## config.mk

```make
export PLATFORM = sky130hd
export DESIGN_NAME = keypad_scan
export DESIGN_NICKNAME = d
export VERILOG_FILES = /design/src/rtl/keypad_pkg.sv /design/src/rtl/key_debounce.sv /design/src/rtl/keypad_scan.sv
export SDC_FILE = /design/constraint.sdc
export NUM_CORES = 1
export LEC_CHECK = 0
export ABC_AREA = 1
export BUFFER_PORTS_ARGS = -buffer_cell sky130_fd_sc_hd__buf_2
export CAP_MARGIN = 20
export CORE_ASPECT_RATIO = 1.4
export CORE_MARGIN = 4
export CORE_UTILIZATION = 65
export DETAILED_ROUTE_END_ITERATION = 8
export GPL_ROUTABILITY_DRIVEN = 0
export PLACE_DENSITY_LB_ADDON = 0.12
export SETUP_SLACK_MARGIN = 0.1
export SYNTH_ARGS = -nofsm -noshare
export SYNTH_HDL_FRONTEND = slang
export SYNTH_SLANG_ARGS = --single-unit
```

## constraint.sdc

```tcl
create_clock -name IN_clk -period 2.2 [get_ports IN_clk]
set_input_delay 0.44 -clock IN_clk [delete_from_list [all_inputs] [get_ports IN_clk]]
set_output_delay 0.44 -clock IN_clk [all_outputs]
set_load 0.01 [all_outputs]
```

## src/rtl/keypad_pkg.sv

```systemverilog
// rtl/keypad_pkg.sv - shared keypad scanner types, sizes and helpers
// Matrix geometry, key-code width and scan FSM state encodings.
package keypad_pkg;

  localparam int KEY_ROWS   = 4;
  localparam int KEY_COLS   = 4;
  localparam int KEY_CODE_W = 4;

  typedef logic [1:0] kp_state_t;

  localparam kp_state_t ST_SCAN     = 2'd0;
  localparam kp_state_t ST_DEBOUNCE = 2'd1;
  localparam kp_state_t ST_HELD     = 2'd2;
  localparam kp_state_t ST_RELEASE  = 2'd3;

  // Columns are active-low; index of the lowest-numbered pulled-down column.
  function automatic logic [1:0] lowest_low_col(input logic [KEY_COLS-1:0] cols);
    logic [1:0] idx;
    idx = 2'd0;
    for (int i = KEY_COLS - 1; i >= 0; i--) begin
      if (!cols[i]) idx = 2'(i);
    end
    return idx;
  endfunction

endpackage

```

## src/rtl/key_debounce.sv

```systemverilog
// rtl/key_debounce.sv - column synchronizer plus saturating stable-sample counter
// The scan FSM decides when to clear and when to count; the counter stops at DEBOUNCE_CYCLES-1.
module key_debounce
  import keypad_pkg::*;
#(
  parameter int DEBOUNCE_CYCLES = 1000
) (
  input  logic                IN_clk,
  input  logic                IN_reset,
  input  logic [KEY_COLS-1:0] col_async,
  input  logic                cnt_clear,
  input  logic                cnt_inc,
  output logic [KEY_COLS-1:0] col_sync,
  output logic                cnt_done
);

  localparam int               CNT_W    = $clog2(DEBOUNCE_CYCLES);
  localparam logic [CNT_W-1:0] CNT_LAST = CNT_W'(DEBOUNCE_CYCLES - 1);

  logic [KEY_COLS-1:0] sync_q1;
  logic [CNT_W-1:0]    cnt;

  assign cnt_done = (cnt == CNT_LAST);

  // Idle columns are pulled up, so the synchronizer resets to all-ones.
  always_ff @(posedge IN_clk or negedge IN_reset) begin
    if (!IN_reset) begin
      sync_q1  <= '1;
      col_sync <= '1;
      cnt      <= '0;
    end else begin
      sync_q1  <= col_async;
      col_sync <= sync_q1;
      if (cnt_clear) begin
        cnt <= '0;
      end else if (cnt_inc && !cnt_done) begin
        cnt <= cnt + 1'b1;
      end
    end
  end

endmodule

```

## src/rtl/keypad_scan.sv

```systemverilog
// rtl/keypad_scan.sv - 4x4 active-low keypad row scanner with debounced key strobe
// Define KEYPAD_SCAN_REPEAT_EN to add auto-repeat strobes while a key stays held.
module keypad_scan
  import keypad_pkg::*;
#(
  parameter int SCAN_CYCLES     = 16,
  parameter int DEBOUNCE_CYCLES = 1000,
  parameter int REPEAT_DELAY    = 500000,
  parameter int REPEAT_PERIOD   = 100000
) (
  input  logic                  IN_clk,
  input  logic                  IN_reset,
  input  logic [KEY_COLS-1:0]   IN_col,
  output logic [KEY_ROWS-1:0]   OUT_row,
  output logic [KEY_CODE_W-1:0] OUT_value,
  output logic                  OUT_key,
  output logic                  OUT_held
);

  localparam logic [15:0]         SCAN_LAST = 16'(SCAN_CYCLES - 1);
  localparam logic [KEY_ROWS-1:0] ROW0      = KEY_ROWS'(1);

  kp_state_t           state;
  logic [1:0]          row_idx;
  logic [1:0]          col_idx;
  logic [KEY_COLS-1:0] col_latched;
  logic [15:0]         scan_cnt;
  logic [KEY_COLS-1:0] col_sync;
  logic                cnt_clear;
  logic                cnt_inc;
  logic                cnt_done;
  logic                scan_last;
  logic                col_low;
  logic                pattern_stable;
  logic                strobe_now;
  logic                rpt_fire;

  key_debounce #(
    .DEBOUNCE_CYCLES(DEBOUNCE_CYCLES)
  ) u_debounce (
    .IN_clk   (IN_clk),
    .IN_reset (IN_reset),
    .col_async(IN_col),
    .cnt_clear(cnt_clear),
    .cnt_inc  (cnt_inc),
    .col_sync (col_sync),
    .cnt_done (cnt_done)
  );

  assign scan_last      = (scan_cnt == SCAN_LAST);
  assign col_low        = !col_sync[col_idx];
  assign pattern_stable = col_low && (col_sync == col_latched);
  assign strobe_now     = (state == ST_DEBOUNCE) && pattern_stable && cnt_done;
  assign OUT_row        = ~(ROW0 << row_idx);

  always_comb begin
    cnt_clear = 1'b0;
    cnt_inc   = 1'b0;
    case (state)
      ST_DEBOUNCE: cnt_inc   = pattern_stable;
      ST_RELEASE:  cnt_inc   = !col_low;
      default:     cnt_clear = 1'b1;
    endcase
  end

  always_ff @(posedge IN_clk or negedge IN_reset) begin
    if (!IN_reset) begin
      state       <= ST_SCAN;
      row_idx     <= 2'd0;
      col_idx     <= 2'd0;
      col_latched <= '1;
      scan_cnt    <= '0;
      OUT_value   <= '0;
      OUT_key     <= 1'b0;
      OUT_held    <= 1'b0;
    end else begin
      OUT_key <= 1'b0;
      case (state)
        ST_SCAN: begin
          if (!scan_last) begin
            scan_cnt <= scan_cnt + 16'd1;
          end else begin
            scan_cnt <= '0;
            if (&col_sync) begin
              row_idx <= row_idx + 2'd1;
            end else begin
              col_idx     <= lowest_low_col(col_sync);
              col_latched <= col_sync;
              state       <= ST_DEBOUNCE;
            end
          end
        end
        ST_DEBOUNCE: begin
          if (!pattern_stable) begin
            row_idx <= row_idx + 2'd1;
            state   <= ST_SCAN;
          end else if (cnt_done) begin
            OUT_value <= {row_idx, col_idx};
            OUT_key   <= 1'b1;
            OUT_held  <= 1'b1;
            state     <= ST_HELD;
          end
        end
        // Only the latched column matters here; other keys are ignored.
        ST_HELD: begin
          if (!col_low) begin
            state <= ST_RELEASE;
          end else if (rpt_fire) begin
            OUT_key <= 1'b1;
          end
        end
        ST_RELEASE: begin
          if (col_low) begin
            state <= ST_HELD;
          end else if (cnt_done) begin
            OUT_held <= 1'b0;
            row_idx  <= row_idx + 2'd1;
            state    <= ST_SCAN;
          end
        end
        default: state <= ST_SCAN;
      endcase
    end
  end

`ifdef KEYPAD_SCAN_REPEAT_EN
  localparam int RPT_MAX = (REPEAT_DELAY > REPEAT_PERIOD) ? REPEAT_DELAY : REPEAT_PERIOD;
  localparam int RPT_W   = $clog2(RPT_MAX + 1);
  localparam logic [RPT_W-1:0] RPT_FIRST = RPT_W'(REPEAT_DELAY);
  localparam logic [RPT_W-1:0] RPT_NEXT  = RPT_W'(REPEAT_PERIOD);

  logic [RPT_W-1:0] rpt_cnt;
  logic             rpt_first;

  assign rpt_fire = (state == ST_HELD) && col_low &&
                    (rpt_cnt == (rpt_first ? RPT_FIRST : RPT_NEXT));

  // Timer counts clocks since the last strobe, advancing only while truly held.
  always_ff @(posedge IN_clk or negedge IN_reset) begin
    if (!IN_reset) begin
      rpt_cnt   <= '0;
      rpt_first <= 1'b1;
    end else if (strobe_now) begin
      rpt_cnt   <= RPT_W'(1);
      rpt_first <= 1'b1;
    end else if (rpt_fire) begin
      rpt_cnt   <= RPT_W'(1);
      rpt_first <= 1'b0;
    end else if ((state == ST_HELD) && col_low && (rpt_cnt != '1)) begin
      rpt_cnt <= rpt_cnt + 1'b1;
    end
  end
`else
  logic unused_repeat_cfg;

  // Repeat timing has no effect in this build.
  assign unused_repeat_cfg = ^{32'(REPEAT_DELAY), 32'(REPEAT_PERIOD), strobe_now};
  assign rpt_fire          = 1'b0;
`endif

endmodule

```

* Word-level counts from Yosys, hierarchy flattened
Cells that the tools add are included. Widths: inputs -> output; s select.
Storage, ports and cells: register bits 50, input bits 6, output and inout bits 10, word-level logic and storage cells 82
Operators by class: add/sub/neg operators 3, magnitude comparators 1, equality and inequality tests 18, shift-type cells 1, muxes and demuxes 32, bitwise gates (word level) 2, reduce and logical (&&, ||, !) cells 14
Operators with widths (count):
- $mux 2 | 16
- $mux 10 | 2
- $add 16x1->16 const B | 1
- $eq 16x4->1 const B | 1
- $mux 16 | 1
- $ne 2x2->1 const B | 7
- $add 10x1->10 const B | 1
- $eq 10x10->1 const B | 1
- $reduce_and 5->1 | 2
- $mux 1 | 8
- $pmux 2 s4 | 1
- $ne 2x1->1 const B | 3
- $ne 3x2->1 const B | 2
- $pmux 2 s3 | 1
- $reduce_and 3->1 | 2
- $reduce_and 6->1 | 1
- $eq 2x2->1 const B | 2
- $eq 4x4->1 | 1
- $not 4->4 | 1
- $pmux 1 s2 | 2
- $reduce_and 4->1 | 1
- $shl 1x2->4 const A | 1
- $lt 2x3->1 const B | 1
- $reduce_bool 3->1 | 1
- 9 further kinds | 11

* Logic depth before layout (Yosys ltp)
Gate-level depths: netlist of the first run.
depth after elaboration 8, depth in mapped cells 11, depth with buffers taken out 11

* Hierarchy
Synthesis of the first run repeated with hierarchy kept, for this count alone.
Unflattened totals: cells, all modules 365, area, all modules 2854.0 um^2
By module, submodules not included:
- keypad_scan | times used 1, cells an instance 269, area an instance 2031.9 um^2, sequential area each 805.8 um^2
- key_debounce | times used 1, cells an instance 96, area an instance 822.0 um^2, sequential area each 460.4 um^2

* Least setup slack after synthesis of the first run
No wires, ideal clock.
kind flip-flop to flip-flop, start register u_debounce.cnt[0], end register row_idx[0], library setup time 0.117 ns, arrival time 1.315 ns, required time 2.083 ns, setup slack 0.769 ns, cell stages (with the launch flop) 11, buffers on the path 0, period minus slack after synthesis 1.431 ns, cell sequence dfrtp_1 > ha_1 > nand2_1 > nor2_1 > nand2_1 > nor2_2 > nor2_1 > nor2_2 > nand2_1 > nand2_1 > nand2_1
On the way: longest elaborated chain between the ends 3
RTL lines:
- start: declaration | line key_debounce.sv:21 | logic [CNT_W-1:0] cnt;
- start signal: assignment | line key_debounce.sv:37 | cnt <= cnt + 1'b1;
- $eq 10x10->1 | line key_debounce.sv:23 | assign cnt_done = (cnt == CNT_LAST);
- $ne 2x1->1 (no line)
- $reduce_and 6->1 (no line)
- end signal: assignment | line keypad_scan.sv:85 | row_idx <= row_idx + 2'd1;
- end signal: assignment | line keypad_scan.sv:95 | row_idx <= row_idx + 2'd1;
- end signal: assignment | line keypad_scan.sv:117 | row_idx <= row_idx + 2'd1;
- end: declaration | line keypad_scan.sv:24 | logic [1:0] row_idx;
Every way passes these cells. A chain may end at the register's enable or synchronous reset.

* Worst setup path in the final report of the first run
start register u_debounce.cnt[0], end register u_debounce.cnt[2]
On the way: longest elaborated chain between the ends 4, elaborated cells on any way between the ends 7, classes of those cells add/sub (1); eq/ne (2); mux (2); reduce/logical (2)
RTL lines:
- parallel branches: the longest is 4 deep, another holds $add 10x1->10
Several ways; the timed one is not identified. The select of a mux whose other input is x is not followed.

==> impl_metrics.tcl, run 1 <==
set metrics [dict create \
    layout.nets 386 \
    wire_per_inst_um 13.5 \
    slowest_stage "dfrtp_1" \
    fp.dieW_um 63.2 \
    layout_common_cells "nand2_1, nor2_1, dfrtp_1, inv_1, nand4_1" \
    setup_viol_count_final 0 \
    top_layer "met4" \
    antenna_left 0 \
    clock_path_buffers 2 \
    pwr-share-clk_pct 22.1 \
    netlist_area_sq_um 2780 \
    start_util_pct 69.0 \
    drv_cap 0 \
    fin_skew_ns 0.00786 \
    rsz0062_at_grt "false" \
    setup_tns_ns 0 \
    clk_latency_ns 0.30 \
    yosysUniqueCellTypes 31 \
    yosys.area.top_type_share_pct 34.3 \
    htreeDepth 2 \
    die-area_sq_um 5390 \
    grt-ovfl-total 0 \
    drt-met1-wl_um 2290 \
    wl_met3_um 180 \
    synth-compound-area-share_pct 5.55 \
    netSwitchingPower_mw 1.08 \
    grt_max_degree 20 \
    yosys.area.top_type "dfrtp_1" \
    cpMostUsedCell "nand4_1" \
    critPathKind "reg2reg" \
    drive_gt1_share_pct 17.1 \
    cts-root-buf "clkbuf_8" \
    antenna_found_initial 0 \
    postSynthAreaPerCell_sq_um 7.80 \
    crit_chain "ha_1 > and3_1 > nand4_1 > nand4_1 > nand2_1" \
    dr.pass1.iters 4 \
    num_io_pins 16 \
    setup.worst_path.end_class "flop" \
    internal-power_mw 1.75 \
    core-area_sq_um 4020 \
    cts_tree "done" \
    cts_setup_buffers 0 \
    p_comb_share_pct 33.3 \
    total_power_mw 2.83 \
    fillers 297 \
    path_max_fanout 11 \
    seq_area_frac_synth_pct 45.6 \
    hold_viol 0 \
    vias 2338 \
    hpwl_um 4340 \
    critPathLaunchType "flop" \
    viasPerCell 5.59 \
    yosys_warnings 0 \
    cts_resized 0 \
    syn_nets 368 \
    post-route-drc-count 0 \
    io_buffers 15 \
    synth_top_family_by_area "simple AND/OR/NAND/NOR gates" \
    status "completed" \
    pwr-share-seq_pct 44.7 \
    hold_class "in2async" \
    postSynthRegisterBits 50 \
    irDropWorstVdd_mv 0.683 \
    finalCritPeriodShare_pct 76.7 \
    drt-initial-drc-count 152 \
    totalWireLength_um 5630 \
    wl_met2_um 3090 \
    rows 27 \
    slowest_delay_ns 0.43 \
    synth_fa_ha_area_share_pct 2.71 \
    required_ns 2.39 \
    max_freq_mhz 593 \
    ys_top_cells_by_area "dfrtp_1, nand2_1, dfstp_2" \
    clk_pin_slew_ns 0.09 \
    synthMuxAreaShare_pct 0 \
    syn_to_final_growth_pct 7.84 \
    cts.sinks 50 \
    final_common_cell "nand2_1" \
    grt_pass1_vias 2351 \
    cts_buffers 5 \
    p_leak_nw 1.55 \
    die_h_um 85.3 \
    grt_usage_pct 23.5 \
    crit_arrival_ns 1.88 \
    cts_hold_buf 0 \
    grt_pass1_wl_um 10200 \
    period_needed_ns 1.69 \
    slew-limit-headroom_pct 68.2 \
    synth_xor_area_share_pct 4.10 \
    swShare_pct 38.1 \
    powerDensity_nw_per_um2 946 \
    worst_slew_pin_slew_ns 0.475 \
    diodes 0 \
    synthCells 356 \
    slew_violations 0 \
    synth_simple_gate_area_share_pct 34.0 \
]
[state kept, by name, summed over array words and instances, names as in the netlist]
signal / cells
OUT_value: 4
row_idx: 2
OUT_held: 1
scan_cnt: 16
u_debounce.sync_q1: 4
u_debounce.cnt: 10
OUT_key: 1
state: 2
col_latched: 4
u_debounce.col_sync: 4
col_idx: 2
[metal layers]
metal  vias to the layer above  GRT usage, %
met2                        51          45.1
met4                         0          8.25
li1                       1185             -
met5                         -             0
met3                         9          2.91
met1                      1093          26.4
[through the flow]
| stage | std cells | setup slack (ns) | hold WS, ns | util [%] | instance area [sq um] |
|---|---|---|---|---|---|
| detailed placement | 410 | 0.545 | 0.347 | 71.7 | 2880 |
| global placement | 410 | 0.599 | 0.348 | 71.7 | 2880 |
| global route | 418 | 0.321 | 0.0877 | 74.4 | 2990 |
| CTS | 418 | 0.547 | 0.0783 | 74.4 | 2990 |
| floorplan | 356 | 0.769 | 0.144 | - | 2780 |
| finish | 418 | 0.513 | 0.0639 | 74.4 | 2990 |
[worst max-delay path, delay by kind of cell (launching register included)]
kind	cells	cell delay, ns
simple gates	4	0.88
fa+ha+maj	1	0.26
flops	1	0.43
[logic make-up (layout without fill, tap and decap cells)]
family	count (synthesis)	count (layout)
AND/OR/NAND/NOR	206	206
buffers and inverters	53	72
flip-flops	50	50
XOR/XNOR	13	13
AO/OA/AOI/OAI	28	28
adder cells (fa/ha/maj)	6	6
[path summary, 6_finish.rpt]
| check | from | slack (ns) | cells after the start | endpoint |
|---|---|---|---|---|
| hold reg to reg | u_debounce.sync_q1[2]$_DFF_PN1_ | 0.36 | 0 | u_debounce.col_sync[2]$_DFF_PN1_ |
| max in group asynchronous | IN_reset | 1.48 | 2 | u_debounce.col_sync[1]$_DFF_PN1_ |
| setup reg to reg | u_debounce.cnt[0]$_DFFE_PN0P_ | 0.51 | 5 | u_debounce.cnt[2]$_DFFE_PN0P_ |
| hold / removal | IN_reset | 0.06 | 1 | u_debounce.cnt[9]$_DFFE_PN0P_ |
| min in group IN_clk | IN_col[2] | 0.23 | 1 | u_debounce.sync_q1[2]$_DFF_PN1_ |
| setup / recovery | u_debounce.cnt[0]$_DFFE_PN0P_ | 0.51 | 5 | u_debounce.cnt[2]$_DFFE_PN0P_ |
[cell usage after synthesis, drive strengths merged]
cell,count
nor3,5
o21ai,16
a221oi,1
ha,6
a21oi,5
buf,8
inv,44
o31ai,1
nor2,50
o22ai,1
nand3,21
clkbuf,1
xnor2,4
xor2,9
dfstp,12
dfrtp,38
a31oi,3
nor4,1
and3,1
nand2,102
o211ai,1
nand4,26
[final cells by class]
| type | count | area, sq um | share of cell area [%] |
|---|---|---|---|
| Multi-Input combinational cell | 253 | 1290 | 43.0 |
| Tap cell | 43 | 53.8 | 1.80 |
| Clock inverter | 3 | 40.0 | 1.34 |
| Clock buffer | 5 | 68.8 | 2.30 |
| Timing Repair Buffer | 20 | 113 | 3.76 |
| Inverter | 44 | 165 | 5.52 |
| Sequential cell | 50 | 1270 | 42.3 |
[power by group through the flow]
stage / Sequential (mW) / Combinational, mW / Clock (mW)
6_report: 1.26 / 0.942 / 0.625
5_1_grt: 1.29 / 1.09 / 0.679
4_1_cts: 1.26 / 0.946 / 0.638
3_5_place_dp: 1.28 / 0.942 / 0
3_3_place_gp: 1.27 / 0.914 / 0
2_1_floorplan: 1.23 / 0.742 / 0
No activity file was read; power rests on OpenSTA's default activity.
==> run 2: changes to the inputs <==
--- a/config.mk
+++ b/config.mk
@@ -10,7 +10,7 @@
 export CAP_MARGIN = 20
 export CORE_ASPECT_RATIO = 1.4
 export CORE_MARGIN = 4
-export CORE_UTILIZATION = 65
+export CORE_UTILIZATION = 60
 export DETAILED_ROUTE_END_ITERATION = 8
 export GPL_ROUTABILITY_DRIVEN = 0
 export PLACE_DENSITY_LB_ADDON = 0.12
==> constraint.sdc (replaced) <==
create_clock -name IN_clk -period 1.7 [get_ports IN_clk]
set_input_delay 0.34 -clock IN_clk [delete_from_list [all_inputs] [get_ports IN_clk]]
set_output_delay 0.34 -clock IN_clk [all_outputs]
set_load 0.01 [all_outputs]
==> run 2 against run 1 <==
- clock power grew 5.1%
- wire length is essentially flat
- sequential share of layout area shrank 2.2 points
- via count grew 1.4%
- clock skew shrank 0.0043 ns
- worst hold slack lost 0.057 ns
- non-clock buffer count grew 13
- setup slack lost 0.35 ns
==> impl_metrics.tcl, run 2 (synthesis gave the netlist of run 1 again) <==
set metrics [dict create \
    layout.nets 399 \
    fin_ws_ns 0.165 \
    hold_class "in2async" \
    rr_startpoint "scan_cnt[11]$_DFFE_PN0P_" \
    drv_cap 0 \
    clock_path_buffers 2 \
    hpwl_um 4070 \
    irDropWorstVdd_mv 1.10 \
    io_buffers 15 \
    grt_pass1_vias 2252 \
    crit_start "row_idx[0]$_DFFE_PN0P_" \
    slew-limit-headroom_pct 82.3 \
    syn_to_final_growth_pct 13.8 \
    cts_tree "done" \
    reg.largest.list "scan_cnt (16), u_debounce.cnt (10)" \
    grt_pass1_wl_um 9530 \
    htreeDepth 2 \
    fp.dieW_um 65.5 \
    cts.sinks 50 \
    slowest_stage "dfrtp_1" \
    final_common_cell "nand2_1" \
    status "completed" \
    crit_arrival_ns 1.20 \
    top_register "scan_cnt" \
    max_freq_mhz 651 \
    place_area_sq_um 2980 \
    num_io_pins 16 \
    cts_buffers 5 \
    hold_viol 0 \
    worst_slew_pin_slew_ns 0.265 \
    wire_per_inst_um 12.5 \
    slowest_delay_ns 0.41 \
    clk_pin_slew_ns 0.08 \
    grt_max_degree 51 \
    layout_common_cells "nand2_1, nor2_1, inv_1, dfrtp_1, nand4_1" \
    setup_viol_count_final 0 \
    final_cell_area_sq_um 3160 \
    fin_skew_ns 0.00360 \
    die_h_um 88.5 \
    drt-initial-drc-count 102 \
    place_ws_ns 0.123 \
    critPathLaunchType "flop" \
    slew_violations 0 \
    rsz0062_at_grt "true" \
    setup.worst_path.end_class "primary output" \
    drive_gt1_share_pct 20.4 \
    viasPerCell 5.27 \
    finalCritPeriodShare_pct 90.3 \
    grt_usage_pct 21.1 \
    crit_chain "buf_4 > ha_1 > inv_1 > buf_2" \
    setup_tns_ns 0 \
    powerDensity_nw_per_um2 1160 \
    required_ns 1.36 \
    post-route-drc-count 0 \
    largest_reg_flops 16 \
    vias 2371 \
    path_max_fanout 3 \
    p_leak_nw 1.60 \
    core-area_sq_um 4500 \
    diodes 0 \
    rows 29 \
    antenna_left 0 \
    grt-ovfl-total 0 \
    clk_latency_ns 0.29 \
    period_needed_ns 1.54 \
    start_util_pct 61.7 \
    dr.pass1.iters 4 \
    cts-root-buf "clkbuf_8" \
    fin_util_pct 70.2 \
    totalWireLength_um 5630 \
    antenna_found_initial 0 \
    critPathKind "reg2out" \
    die-area_sq_um 5790 \
]
[run 2: changes by cell type in the layout (fill, tap and decap cells not counted), sizes merged]
| cell | previous run | this run |
|---|---|---|
| bufinv | 1 | 0 |
| clkbuf | 5 | 8 |
| buf | 20 | 33 |
| clkinv | 2 | 0 |
[run 2: cell type report]
cell class | instances | area (sq um)
inverters | 44 | 165
well taps | 62 | 77.6
multi-input cells | 253 | 1330
repair buffers | 33 | 235
flip-flops and latches | 50 | 1270
clock buffers | 8 | 80.1
fillers | 398 | 1340
[run 2: worst paths after layout]
path / to / slack, ns / depth (start not counted)
setup / recovery: OUT_row[1] / 0.16 / 4
hold / removal: scan_cnt[4]$_DFFE_PN0P_ / 0.007 / 2
setup reg to reg: row_idx[1]$_DFFE_PN0P_ / 0.17 / 10
hold reg to reg: u_debounce.col_sync[2]$_DFF_PN1_ / 0.36 / 0
max in group asynchronous: col_latched[0]$_DFFE_PN1P_ / 1.40 / 2
min in group IN_clk: u_debounce.sync_q1[0]$_DFF_PN1_ / 0.13 / 1
[run 2: routing by layer]
metal / part of all wire (%) / GRT usage, %
met1: 42 / 23.4
met2: 54 / 39.1
met3: 2.8 / 4.19
met4: 1.9 / 8.49
met5: 0 / 0
[run 2: stage by stage]
stage,power [mW],hold WS (ns),cells
after CTS,3.55,0.0286,444
after detailed placement,2.89,0.348,435
after global routing,3.95,0.0247,450
after floorplan,2.56,0.0444,356
after global placement,2.86,0.347,435
final,3.67,0.00732,450
[run 2: what timing repair did]
item | in CTS | in global routing
endpoints found under the setup margin | 2 | 26
setup buffers | 1 | 6
resized for setup | 0 | 10
hold buffers | 0 | 0
pin swaps | 0 | 5
[run 2: where the power goes]
part           switching [mW]  internal, mW  total, mW
Sequential              0.201          1.43       1.64
Clock                   0.364         0.293      0.657
Combinational           0.876         0.502       1.38
[run 2: critical path, delay by kind of cell, from the launching register on]
family / cells / cell delay (ns)
buffers and inverters: 3 / 0.31
adder cells (fa/ha/maj): 1 / 0.18
flip-flops: 1 / 0.41
==> run 3: changes to the inputs <==
--- a/config.mk
+++ b/config.mk
@@ -10,11 +10,12 @@
 export CAP_MARGIN = 20
 export CORE_ASPECT_RATIO = 1.4
 export CORE_MARGIN = 4
-export CORE_UTILIZATION = 60
+export CORE_UTILIZATION = 61
 export DETAILED_ROUTE_END_ITERATION = 8
 export GPL_ROUTABILITY_DRIVEN = 0
 export PLACE_DENSITY_LB_ADDON = 0.12
 export SETUP_SLACK_MARGIN = 0.1
 export SYNTH_ARGS = -nofsm -noshare
 export SYNTH_HDL_FRONTEND = slang
+export SYNTH_HIERARCHICAL = 1
 export SYNTH_SLANG_ARGS = --single-unit
==> run 3 against run 2 <==
- clock skew up 0.0049 ns
- total power up 4.4%
- clock-buffer cell count down 3
- global-route usage up 1.2 points
- setup slack worse by 0.097 ns
- non-clock buffer count up 12
- clock power up 4.9%
- die area up 1.0%
- final cell count up 6.2%
- cell area up 9.3%
- critical path depth up 7
- sequential cell count unchanged
- critical path type is now reg2reg
- largest cell class unchanged
- largest power group unchanged
==> impl_metrics.tcl, run 3 <==
set metrics [dict create \
    cts_buffers 5 \
    crit_arrival_ns 1.84 \
    crit_chain "ha_2 > nand2_1 > nor2_1 > nand3_2 > inv_2 > nor2_2 > nand3b_1 > nor2_4 > nand3_2 > nand2_1 > nand2_1" \
    setup_viol_count_final 0 \
    antenna_left 0 \
    finalCritPeriodShare_pct 96.0 \
    netlist_area_sq_um 2850 \
    dp.cells 454 \
    stdcell_count 478 \
    drive_gt1_share_pct 33.4 \
    synth_edf_count 0 \
    slowest_delay_ns 0.39 \
    postSynthRegisterBits 50 \
    rsz0062_at_grt "true" \
    layout_common_cells "nand2_1, dfrtp_1, inv_1, nor2_1, nand3_1" \
    yosys_warnings 6 \
    reg.largest.list "scan_cnt (16), u_debounce/cnt (10)" \
    clk_pin_slew_ns 0.09 \
    hold_class "in2reg" \
    grt-ovfl-total 0 \
    hold_ws_ns 0.124 \
    syn_nets 377 \
    fp.dieW_um 65.8 \
    rows 29 \
    synth_async_sr_flop_share_pct 100 \
    cpMostUsedCell "nand2_1" \
    num_io_pins 16 \
    final_common_cell "nand2_1" \
    largest_reg_flops 16 \
    seq_area_frac_synth_pct 44.4 \
    grt_usage_pct 22.3 \
    postSynthAreaPerCell_sq_um 7.82 \
    io_buffers 15 \
    p_leak_nw 1.72 \
    yosysUniqueCellTypes 36 \
    fin_skew_ns 0.00847 \
    yosys.area.top_type_share_pct 33.3 \
    hold_viol 0 \
    grt_pass1_vias 2333 \
    top_layer "met4" \
    cts-root-buf "clkbuf_8" \
    worst_slew_pin_slew_ns 0.436 \
    ys_top_cells_by_count "nand2_1, inv_1, nor2_1, dfrtp_1, nand3_1" \
    core-area_sq_um 4540 \
    clk_latency_ns 0.30 \
    powerDensity_nw_per_um2 1110 \
    drt-initial-drc-count 106 \
    irDropWorstVdd_mv 0.661 \
    wl_met2_um 3300 \
    dr.pass1.iters 4 \
    place_area_sq_um 3100 \
    critPathLaunchType "flop" \
    cts_tree "done" \
    critPathKind "reg2reg" \
    total_power_mw 3.83 \
    period_needed_ns 1.63 \
    slew-limit-headroom_pct 70.9 \
    hpwl_um 4270 \
    cts.sinks 50 \
    max_freq_mhz 613 \
    synthCells 365 \
    grt_max_degree 31 \
    diodes 0 \
    yosys.area.top_type "dfrtp_1" \
    die-area_sq_um 5850 \
    start_util_pct 62.9 \
    post-route-drc-count 0 \
    wire_per_inst_um 12.9 \
    synthFlopType "dfrtp_1" \
    drv_cap 0 \
    fin_ws_ns 0.0674 \
    final_cell_area_sq_um 3450 \
    crit_family "simple AND/OR/NAND/NOR gates" \
    clock_path_buffers 2 \
    crit_buf_inv 1 \
    grt_pass1_wl_um 10100 \
    fin_util_pct 76.1 \
    totalWireLength_um 6150 \
    ys_top_cells_by_area "dfrtp_1, nand2_1, dfstp_2" \
    wl_met3_um 136 \
    post-synth-top-count-cell "nand2_1" \
    slowest_stage "dfrtp_1" \
    die_h_um 88.9 \
    top_register "scan_cnt" \
    vias 2457 \
    layout.nets 427 \
    setup.worst_path.end_class "flop" \
    setup_tns_ns 0 \
    path_max_fanout 3 \
    slew_violations 0 \
    htreeDepth 2 \
    drt-met1-wl_um 2600 \
    status "completed" \
    viasPerCell 5.14 \
    required_ns 1.91 \
    syn_to_final_growth_pct 20.9 \
    antenna_found_initial 0 \
    place_ws_ns 0.0189 \
]
## run 3: cell types whose count changed in the layout (fill, tap and decap cells not counted), moves of 4 or more
cell	before	now
buf_4	16	24
inv_1	38	34
nand2_1	96	90
nor2_1	39	34
nand4_1	26	11
nor2_4	4	8
nand3_1	18	29
nand2_2	4	24
o21ai_2	0	6
buf_6	0	4
inv_2	6	10
xor2_1	9	5
## run 3: logic make-up (layout without fill, tap and decap cells)
kind of cell	count (synthesis)	in the layout	share of synthesized area (%)
AND/OR/NAND/NOR	219	220	36.7
buffers and inverters	51	101	7.45
flip-flops	50	50	44.4
AO/OA/AOI/OAI	32	32	6.66
XOR/XNOR	7	7	2.15
adder cells (fa/ha/maj)	6	6	2.63
## run 3: cell type report
class	count	area [sq um]
clock buffer	5	68.8
clock inverter	3	20.0
fill	323	1090
inverter	47	184
multi-input combinational	265	1500
sequential	50	1270
tap	62	77.6
timing repair buffer	45	330
timing repair inverter	1	6.26
## run 3: where the power goes
part | switching [mW] | leakage, nW | internal, mW | total (mW)
Combinational | 0.903 | 1.03 | 0.597 | 1.50
Clock | 0.398 | 0.0484 | 0.291 | 0.689
Sequential | 0.224 | 0.638 | 1.42 | 1.64
Total | 1.53 | 1.72 | 2.31 | 3.83
## run 3: repair_timing
action                                  in CTS  in global routing
endpoints found under the setup margin      13                 28
pin swaps                                    0                  8
setup buffers                                4                 10
endpoints found under the hold margin       12                  0
resized for setup                            7                 36
hold buffers                                 1                  0
cloned                                       1                  1
## run 3: per-layer routing
| metal | vias to the layer above | track usage [%] |
|---|---|---|
| li1 | 1263 | - |
| met3 | 8 | 3.40 |
| met4 | 0 | 8.87 |
| met5 | - | 0 |
| met2 | 29 | 40.0 |
| met1 | 1157 | 26.8 |
## run 3: worst paths after layout
kind,from,to,slack (ns),cells after the start
max reg2reg,u_debounce/cnt[0]$_DFFE_PN0P_,row_idx[1]$_DFFE_PN0P_,0.07,11
min reg2reg,u_debounce/sync_q1[2]$_DFF_PN1_,u_debounce/col_sync[2]$_DFF_PN1_,0.36,0
max in group asynchronous,IN_reset,u_debounce/col_sync[3]$_DFF_PN1_,0.63,3
max,u_debounce/cnt[0]$_DFFE_PN0P_,row_idx[1]$_DFFE_PN0P_,0.07,11
min in group asynchronous,IN_reset,OUT_value[1]$_DFFE_PN0P_,0.50,2
min,IN_col[0],u_debounce/sync_q1[0]$_DFF_PN1_,0.12,1
